$ cat config.mk
export PLATFORM = sky130hd
export DESIGN_NAME = checkbits_latency_monitor
export DESIGN_NICKNAME = d
export VERILOG_FILES = /design/src/rtl/clm_pkg.sv /design/src/rtl/clm_wb_slave.sv /design/src/rtl/checkbits_latency_monitor.sv
export SDC_FILE = /design/constraint.sdc
export NUM_CORES = 1
export LEC_CHECK = 0
export BUFFER_PORTS_ARGS = -buffer_cell sky130_fd_sc_hd__buf_2
export CAP_MARGIN = 30
export CORE_ASPECT_RATIO = 1.75
export CORE_UTILIZATION = 45
export CTS_CLUSTER_DIAMETER = 50
export DETAILED_ROUTE_END_ITERATION = 16
export MAX_ROUTING_LAYER = met4
export PLACE_DENSITY_LB_ADDON = 0.1
export SLEW_MARGIN = 20
export SYNTH_ARGS = -nofsm -noshare
export SYNTH_HDL_FRONTEND = slang
export SYNTH_SLANG_ARGS = --single-unit
$ cat constraint.sdc
create_clock -name wb_clk_i -period 7.31 [get_ports wb_clk_i]
set_input_delay 0.731 -clock wb_clk_i [delete_from_list [all_inputs] [get_ports wb_clk_i]]
set_output_delay 0.731 -clock wb_clk_i [all_outputs]
set_load 0.01 [all_outputs]
$ cat src/rtl/clm_pkg.sv
// Shared constants and types for the checkpoint latency monitor.
package clm_pkg;

    localparam logic [7:0] CB_TAG   = 8'hAB;
    localparam logic [3:0] CB_START = 4'h0;
    localparam logic [3:0] CB_END   = 4'h1;

    localparam logic [7:0] OFF_STATUS      = 8'h00;
    localparam logic [7:0] OFF_CTRL        = 8'h04;
    localparam logic [7:0] OFF_RESULT_BASE = 8'h10;

    typedef enum logic {
        IDLE = 1'b0,
        RUN  = 1'b1
    } state_e;

endpackage

$ cat src/rtl/clm_wb_slave.sv
// Wishbone slave for the latency monitor: address decode, registered ack,
// read mux and the CTRL clear strobe.
module clm_wb_slave
    import clm_pkg::*;
#(
    parameter int          NUM_TESTS = 4,
    parameter int          CNT_W     = 32,
    parameter logic [31:0] BASE_ADR  = 32'h3000_0000
) (
    input  logic                            clk,
    input  logic                            rst,
    input  logic                            wbs_cyc_i,
    input  logic                            wbs_stb_i,
    input  logic                            wbs_we_i,
    input  logic [31:0]                     wbs_adr_i,
    input  logic [31:0]                     wbs_dat_i,
    input  logic [31:0]                     status_i,
    input  logic [NUM_TESTS-1:0][CNT_W-1:0] results_i,
    output logic [31:0]                     wbs_dat_o,
    output logic                            wbs_ack_o,
    output logic                            ctrl_clr_o
);

    logic        ack_q, ack_d;
    logic [31:0] dat_q, dat_d;
    logic [31:0] rdata;
    logic [7:0]  offset;
    logic        hit, accept;
    logic        unused_dat;

    assign offset     = wbs_adr_i[7:0];
    assign hit        = (wbs_adr_i[31:8] == BASE_ADR[31:8]);
    // Suppressing accept while ack is high gives one ack per strobe pair.
    assign accept     = wbs_cyc_i & wbs_stb_i & hit & ~ack_q;
    assign ctrl_clr_o = accept & wbs_we_i & (offset == OFF_CTRL) & wbs_dat_i[0];
    assign unused_dat = ^wbs_dat_i[31:1];

    always_comb begin
        rdata = '0;
        if (offset == OFF_STATUS) rdata = status_i;
        for (int i = 0; i < NUM_TESTS; i++) begin
            if (offset == OFF_RESULT_BASE + 8'(4 * i)) rdata = 32'(results_i[i]);
        end
    end

    always_comb begin
        ack_d = accept;
        dat_d = (accept && !wbs_we_i) ? rdata : '0;
    end

    always_ff @(posedge clk or posedge rst) begin
        if (rst) begin
            ack_q <= 1'b0;
            dat_q <= '0;
        end else begin
            ack_q <= ack_d;
            dat_q <= dat_d;
        end
    end

    assign wbs_ack_o = ack_q;
    assign wbs_dat_o = dat_q;

endmodule

$ cat src/rtl/checkbits_latency_monitor.sv
// Watches the firmware checkpoint word for start/end markers and records
// per-test cycle counts, readable over Wishbone.
module checkbits_latency_monitor
    import clm_pkg::*;
#(
    parameter int          NUM_TESTS = 4,
    parameter int          CNT_W     = 32,
    parameter logic [31:0] BASE_ADR  = 32'h3000_0000
) (
    input  logic        wb_clk_i,
    input  logic        wb_rst_i,
    input  logic [15:0] checkbits,
    input  logic        wbs_cyc_i,
    input  logic        wbs_stb_i,
    input  logic        wbs_we_i,
    input  logic [31:0] wbs_adr_i,
    input  logic [31:0] wbs_dat_i,
    output logic [31:0] wbs_dat_o,
    output logic        wbs_ack_o,
    output logic        done_irq
);

    localparam logic [CNT_W-1:0] CNT_MAX = '1;

    state_e                         state_q, state_d;
    logic [15:0]                    cb_q;
    logic [CNT_W-1:0]               cnt_q, cnt_d, cnt_inc;
    logic [3:0]                     cur_id_q, cur_id_d;
    logic [NUM_TESTS-1:0][CNT_W-1:0] result_q, result_d;
    logic [NUM_TESTS-1:0]           valid_q, valid_d;
    logic                           err_q, err_d;
    logic                           ovf_q, ovf_d;
    logic                           done_q, done_d;

    logic [3:0]  ev_id;
    logic        ev_ok, ev_start, ev_end;
    logic        clr;
    logic [31:0] status;

    // A marker only counts on the cycle the word changes.
    assign ev_id    = checkbits[7:4];
    assign ev_ok    = (checkbits != cb_q) && (checkbits[15:8] == CB_TAG) &&
                      ({28'd0, ev_id} < 32'(NUM_TESTS));
    assign ev_start = ev_ok && (checkbits[3:0] == CB_START);
    assign ev_end   = ev_ok && (checkbits[3:0] == CB_END);
    assign cnt_inc  = (cnt_q == CNT_MAX) ? cnt_q : cnt_q + 1'b1;

    always_ff @(posedge wb_clk_i or posedge wb_rst_i) begin
        if (wb_rst_i) begin
            state_q  <= IDLE;
            cb_q     <= '0;
            cnt_q    <= '0;
            cur_id_q <= '0;
            result_q <= '0;
            valid_q  <= '0;
            err_q    <= 1'b0;
            ovf_q    <= 1'b0;
            done_q   <= 1'b0;
        end else begin
            state_q  <= state_d;
            cb_q     <= checkbits;
            cnt_q    <= cnt_d;
            cur_id_q <= cur_id_d;
            result_q <= result_d;
            valid_q  <= valid_d;
            err_q    <= err_d;
            ovf_q    <= ovf_d;
            done_q   <= done_d;
        end
    end

    always_comb begin
        state_d = state_q;
        if (clr)           state_d = IDLE;
        else if (ev_start) state_d = RUN;
        else if (ev_end)   state_d = IDLE;
    end

    always_comb begin
        cnt_d    = cnt_q;
        cur_id_d = cur_id_q;
        result_d = result_q;
        valid_d  = valid_q;
        err_d    = err_q;
        ovf_d    = ovf_q;
        done_d   = 1'b0;
        if (clr) begin
            cnt_d    = '0;
            cur_id_d = '0;
            result_d = '0;
            valid_d  = '0;
            err_d    = 1'b0;
            ovf_d    = 1'b0;
        end else begin
            if (state_q == RUN) begin
                cnt_d = cnt_inc;
                if (cnt_q == CNT_MAX) ovf_d = 1'b1;
            end
            if (ev_start) begin
                if (state_q == RUN) err_d = 1'b1;
                cnt_d    = '0;
                cur_id_d = ev_id;
            end else if (ev_end) begin
                if (state_q == IDLE || ev_id != cur_id_q) begin
                    err_d = 1'b1;
                end else begin
                    // cnt lags the edge count by one; the end edge itself completes it.
                    for (int i = 0; i < NUM_TESTS; i++) begin
                        if (4'(i) == ev_id) begin
                            result_d[i] = cnt_inc;
                            valid_d[i]  = 1'b1;
                        end
                    end
                    done_d = 1'b1;
                end
            end
        end
    end

    always_comb begin
        status = '0;
        for (int i = 0; i < NUM_TESTS && i < 4; i++) status[i] = valid_q[i];
        status[8]     = (state_q == RUN);
        status[9]     = err_q;
        status[10]    = ovf_q;
        status[15:12] = cur_id_q;
    end

    assign done_irq = done_q;

    clm_wb_slave #(
        .NUM_TESTS (NUM_TESTS),
        .CNT_W     (CNT_W),
        .BASE_ADR  (BASE_ADR)
    ) u_wb (
        .clk        (wb_clk_i),
        .rst        (wb_rst_i),
        .wbs_cyc_i  (wbs_cyc_i),
        .wbs_stb_i  (wbs_stb_i),
        .wbs_we_i   (wbs_we_i),
        .wbs_adr_i  (wbs_adr_i),
        .wbs_dat_i  (wbs_dat_i),
        .status_i   (status),
        .results_i  (result_q),
        .wbs_dat_o  (wbs_dat_o),
        .wbs_ack_o  (wbs_ack_o),
        .ctrl_clr_o (clr)
    );

endmodule

==> PnR_summary.wiki <==
{| class="wikitable"
! Metric !! Value
|-
| Unrepaired setup endpoints after global routing || no
|-
| Weighted congestion reported at the end of routability-driven placement || 0.802
|-
| Yosys top cell area share || 53.0%
|-
| Internal Power || 2.09 mW
|-
| Final cell area excluding filler cells || about 12000 um^2
|-
| Part of the power in combinational logic || between 10% and 20%
|-
| Class of the tightest hold or removal check || in2async
|-
| Buf+Inv Stages, Crit Path || 2
|-
| CTS tree || done
|-
| Cell taking the most area after synthesis || dfrtp_1
|-
| Relative contribution of the clock network to total power || roughly two fifths
|-
| Violation count after the first detailed-route iteration || 505
|-
| Area taken by flip-flops and latches || approximately 5500 um^2
|-
| Worst Max-Slew Pin Slew || slightly below 900 ps
|-
| Max capacitance violation total || 0
|-
| HPWL Detailed || roughly 16 mm
|-
| List of cells traversed by the critical path || buf_2, nor4bb_1, nand4_1, nor4_2, and4_4, buf_4, nor2_1
|-
| Max-slew violations || 0
|-
| Number of instances resized during post-cts repair || 0
|-
| Worst vdd ir || between 0.1 and 0.15 mV
|-
| Post-detailed-route count of antenna-violating nets || 0
|-
| Fin Setup TNS || 0 ps
|-
| Top FF cell, synth || dfrtp_1
|-
| Clock sink count || between 200 and 250
|-
| Sequential group share of total power || around 42%
|-
| Max frequency || approximately 330 MHz
|-
| Depth of the worst register-to-register path || 6
|-
| Setup violations, final || 0
|-
| Number of buffers created by CTS || 23
|-
| Synthesized flop and latch total || approximately 220
|-
| Via count of the first global-routing pass || 7659
|-
| Cell area after synthesis || around 10000 um^2
|-
| Worst-Skew Late Latency || between 500 and 600 ps
|-
| Vias after detailed routing || between 7000 and 8000
|-
| Fill cell instance count of the final layout || between 2000 and 2500
|-
| Critical path start-end classification || in2reg
|-
| Die Y-Extent || about 200 um
|-
| Status || complete, no violations
|-
| Number of I/O pins || about 120
|-
| Arrival time of the worst setup path || 3380 ps
|-
| First-pass iteration count of the detailed router || 6
|-
| CTS max path bufs || 3
|-
| Number of setup buffers added after CTS || 0
|-
| Initial antenna violation count || 0
|-
| Number of enable-type register cells in the synthesized netlist || 0
|-
| Fraction of layout cells with a size suffix above 1 || around 18%
|-
| Critical path required time || 7680 ps
|-
| Starting utilization of the core area || a little under half
|-
| Final routed wirelength across all metal layers || around 26 mm
|-
| Clock Tree Root || clkbuf_16
|-
| Synth Instances || ~980
|-
| Final hold violation count || 0
|-
| Clock transition at the register clock pins on the worst setup and hold paths after CTS || ~60 ps
|-
| IO buf count || between 80 and 90
|-
| Count of nets after finishing || roughly 1100
|-
| Sequential share of the synthesized area || roughly 53%
|-
| Average cell area after synthesis || about 11 um^2
|-
| Crit path time final || around 3000 ps
|-
| Flop-to-flop setup slack || about 4400 ps
|-
| H-tree Lvls || 1
|-
| Largest incremental delay on the critical path || ~750 ps
|-
| Headroom to the max-slew limit || roughly two fifths
|-
| Final antenna diode count || 0
|-
| Largest driver fanout on the critical path || 65
|-
| Kind of cell adding the most delay to the critical path || simple AND/OR/NAND/NOR gates
|-
| Power density relative to cell area || roughly 250 nW/um^2
|-
| Capture point of the worst reg-to-reg path || result_q[51]
|-
| Net switching share of the total power || between 20% and 30%
|-
| Overall fraction of global-route tracks in use || a little under a quarter
|-
| Worst setup skew after layout || 12.6 ps
|-
| Placed instance area || 11100 um^2
|-
| Leak Pwr || 5.19 nW
|-
| Placeable core region || about 23000 um^2
|-
| Switch Pwr || between 0.8 and 0.9 mW
|-
| Count of hold-fix buffers inserted at cts || 0
|-
| Cell Rows || 73
|-
| Pin count of the biggest net entering global routing || 90
|-
| Sum of overflow across all layers after global routing || 0
|-
| Async set-reset flop share out of synthesis || between 90% and 100%
|-
| Launch instance of the worst register-to-register path || u_wb.wbs_ack_o
|-
| Combined area of the multi-input logic cells || 4560 um^2
|-
| Average detailed-routed wire length per instance || 19.1 um
|-
| Type of origin of the critical path || primary input
|-
| Horizontal die dimension || 117 um
|-
| Ranking of synthesized cells by area || dfrtp_1, mux2i_1, nor2_1, xor2_1, mux2_2
|-
| Area added between synthesis and finish || 13.8%
|-
| Endpoint class of the critical path || register
|-
| Cell with the largest stage delay on the worst path || and4_4
|-
| Unique cell type count in the Yosys netlist || 45
|-
| First-pass GRT wire length || 41.2 mm
|-
| Residual DRC count || 0
|-
| Die area || approximately 24000 um^2
|-
| Post-detailed-route via-to-cell ratio || ~5.6
|-
| Final cycle utilization of the critical path || 41.3%
|-
| Warnings from Yosys || 0
|-
| Post-synthesis net count || roughly 1100
|}
==> cells by family (layout without fill, tap and decap cells) <==
logic type	Yosys count	count (layout)	synth area share, %
xor+xnor	71	71	5.96
mux	142	142	13.9
flops	221	221	53.0
buf+inv	76	152	3.65
compound gates	126	126	8.08
fa+ha+maj	1	1	0.120
simple gates	338	338	15.3
==> flip-flops by register name, indices dropped and copies added, names as in the netlist, 4 cells and up <==
name	flops
cur_id_q	4
cnt_q	32
result_q	128
cb_q	16
u_wb.wbs_dat_o	32
valid_q	4
==> cells in the mapped netlist, drive strengths merged, types with 8 or more instances <==
| master | instances |
|---|---|
| o21ai | 42 |
| and4 | 8 |
| mux2 | 22 |
| mux2i | 120 |
| a22oi | 12 |
| a31oi | 15 |
| a21oi | 25 |
| dfrtp | 221 |
| xnor2 | 25 |
| nand2b | 8 |
| xor2 | 46 |
| buf | 39 |
| nand4 | 25 |
| clkbuf | 32 |
| nor4 | 15 |
| a222oi | 21 |
| nor3 | 14 |
| nand2 | 38 |
| nor2 | 194 |
| nand3 | 15 |
==> worst register-to-register path: stages, from the launching register on <==
cell and delay (ps):
dfrtp_1 370, nor4_1 160, nand4_1 140, nor4_2 480
and4_4 750, buf_4 690, nor2_1 160
==> how the worst max path moves through the flow <==
stage	from	to	slack (ps)	cells past startpoint
after floorplan	wb_rst_i	cb_q[0]	530	1
after global placement	wbs_adr_i[8]	result_q[53]	3720	7
after detailed placement	wbs_adr_i[8]	result_q[84]	3710	7
after CTS	wbs_adr_i[8]	result_q[81]	4230	7
after global routing	wbs_adr_i[8]	result_q[51]	3950	7
final	wbs_adr_i[9]	result_q[51]	4290	7
==> through the flow <==
| stage | std cells | setup WS [ps] | hold slack [ps] | utilization [%] | power, mW |
|---|---|---|---|---|---|
| finish | 1351 | 4290 | 300 | 52.2 | 2.95 |
| global route | 1351 | 3950 | 345 | 52.2 | 3.08 |
| CTS | 1349 | 4230 | 323 | 51.9 | 2.98 |
| detailed placement | 1308 | 3710 | 485 | 48.6 | 1.80 |
| global placement | 1307 | 3720 | 478 | 48.6 | 1.80 |
| floorplan | 975 | 530 | 463 | - | 1.66 |
==> power by group through the flow <==
stage                     logic (mW)  clock network, mW  registers [mW]
after floorplan                0.391                  0            1.26
after global placement         0.535                  0            1.27
after detailed placement       0.533                  0            1.27
after CTS                      0.537               1.20            1.25
after global routing           0.588               1.24            1.25
final                          0.531               1.17            1.25
==> cells in the final DEF (no fill, tap or decap), types with 3 or more instances in the layout <==
cell,count
a2111oi_0,4
a21oi_1,25
a222oi_1,21
a22oi_1,12
a31oi_1,15
and2_1,6
and3_1,4
and4_1,6
buf_2,87
buf_4,17
clkbuf_1,4
clkbuf_16,23
clkbuf_8,7
clkinv_2,3
dfrtp_1,221
inv_1,4
mux2_2,22
mux2i_1,120
nand2_1,38
nand2b_1,8
nand3_1,14
nand4_1,22
nand4_2,3
nor2_1,192
nor3_1,14
nor4_1,9
nor4_2,5
o21ai_0,41
xnor2_1,25
xor2_1,46
==> cell type report <==
cell class	instances	area share (%)
Sequential cell	221	46.6
Inverter	5	0.222
Timing Repair Buffer	106	5.15
Clock buffer	34	5.79
Multi-Input combinational cell	678	38.5
Clock inverter	7	0.591
Tap cell	300	3.16
==> routing by layer <==
metal / up-vias / global-route usage (%) / routed length, um
li1: 3535 / - / -
met1: 3739 / 28.2 / 10600
met2: 209 / 40.2 / 13500
met3: 29 / 2.41 / 1120
met4: 0 / 6.83 / 464
met5: - / - / 0
Power figures use the tool's default switching activity.
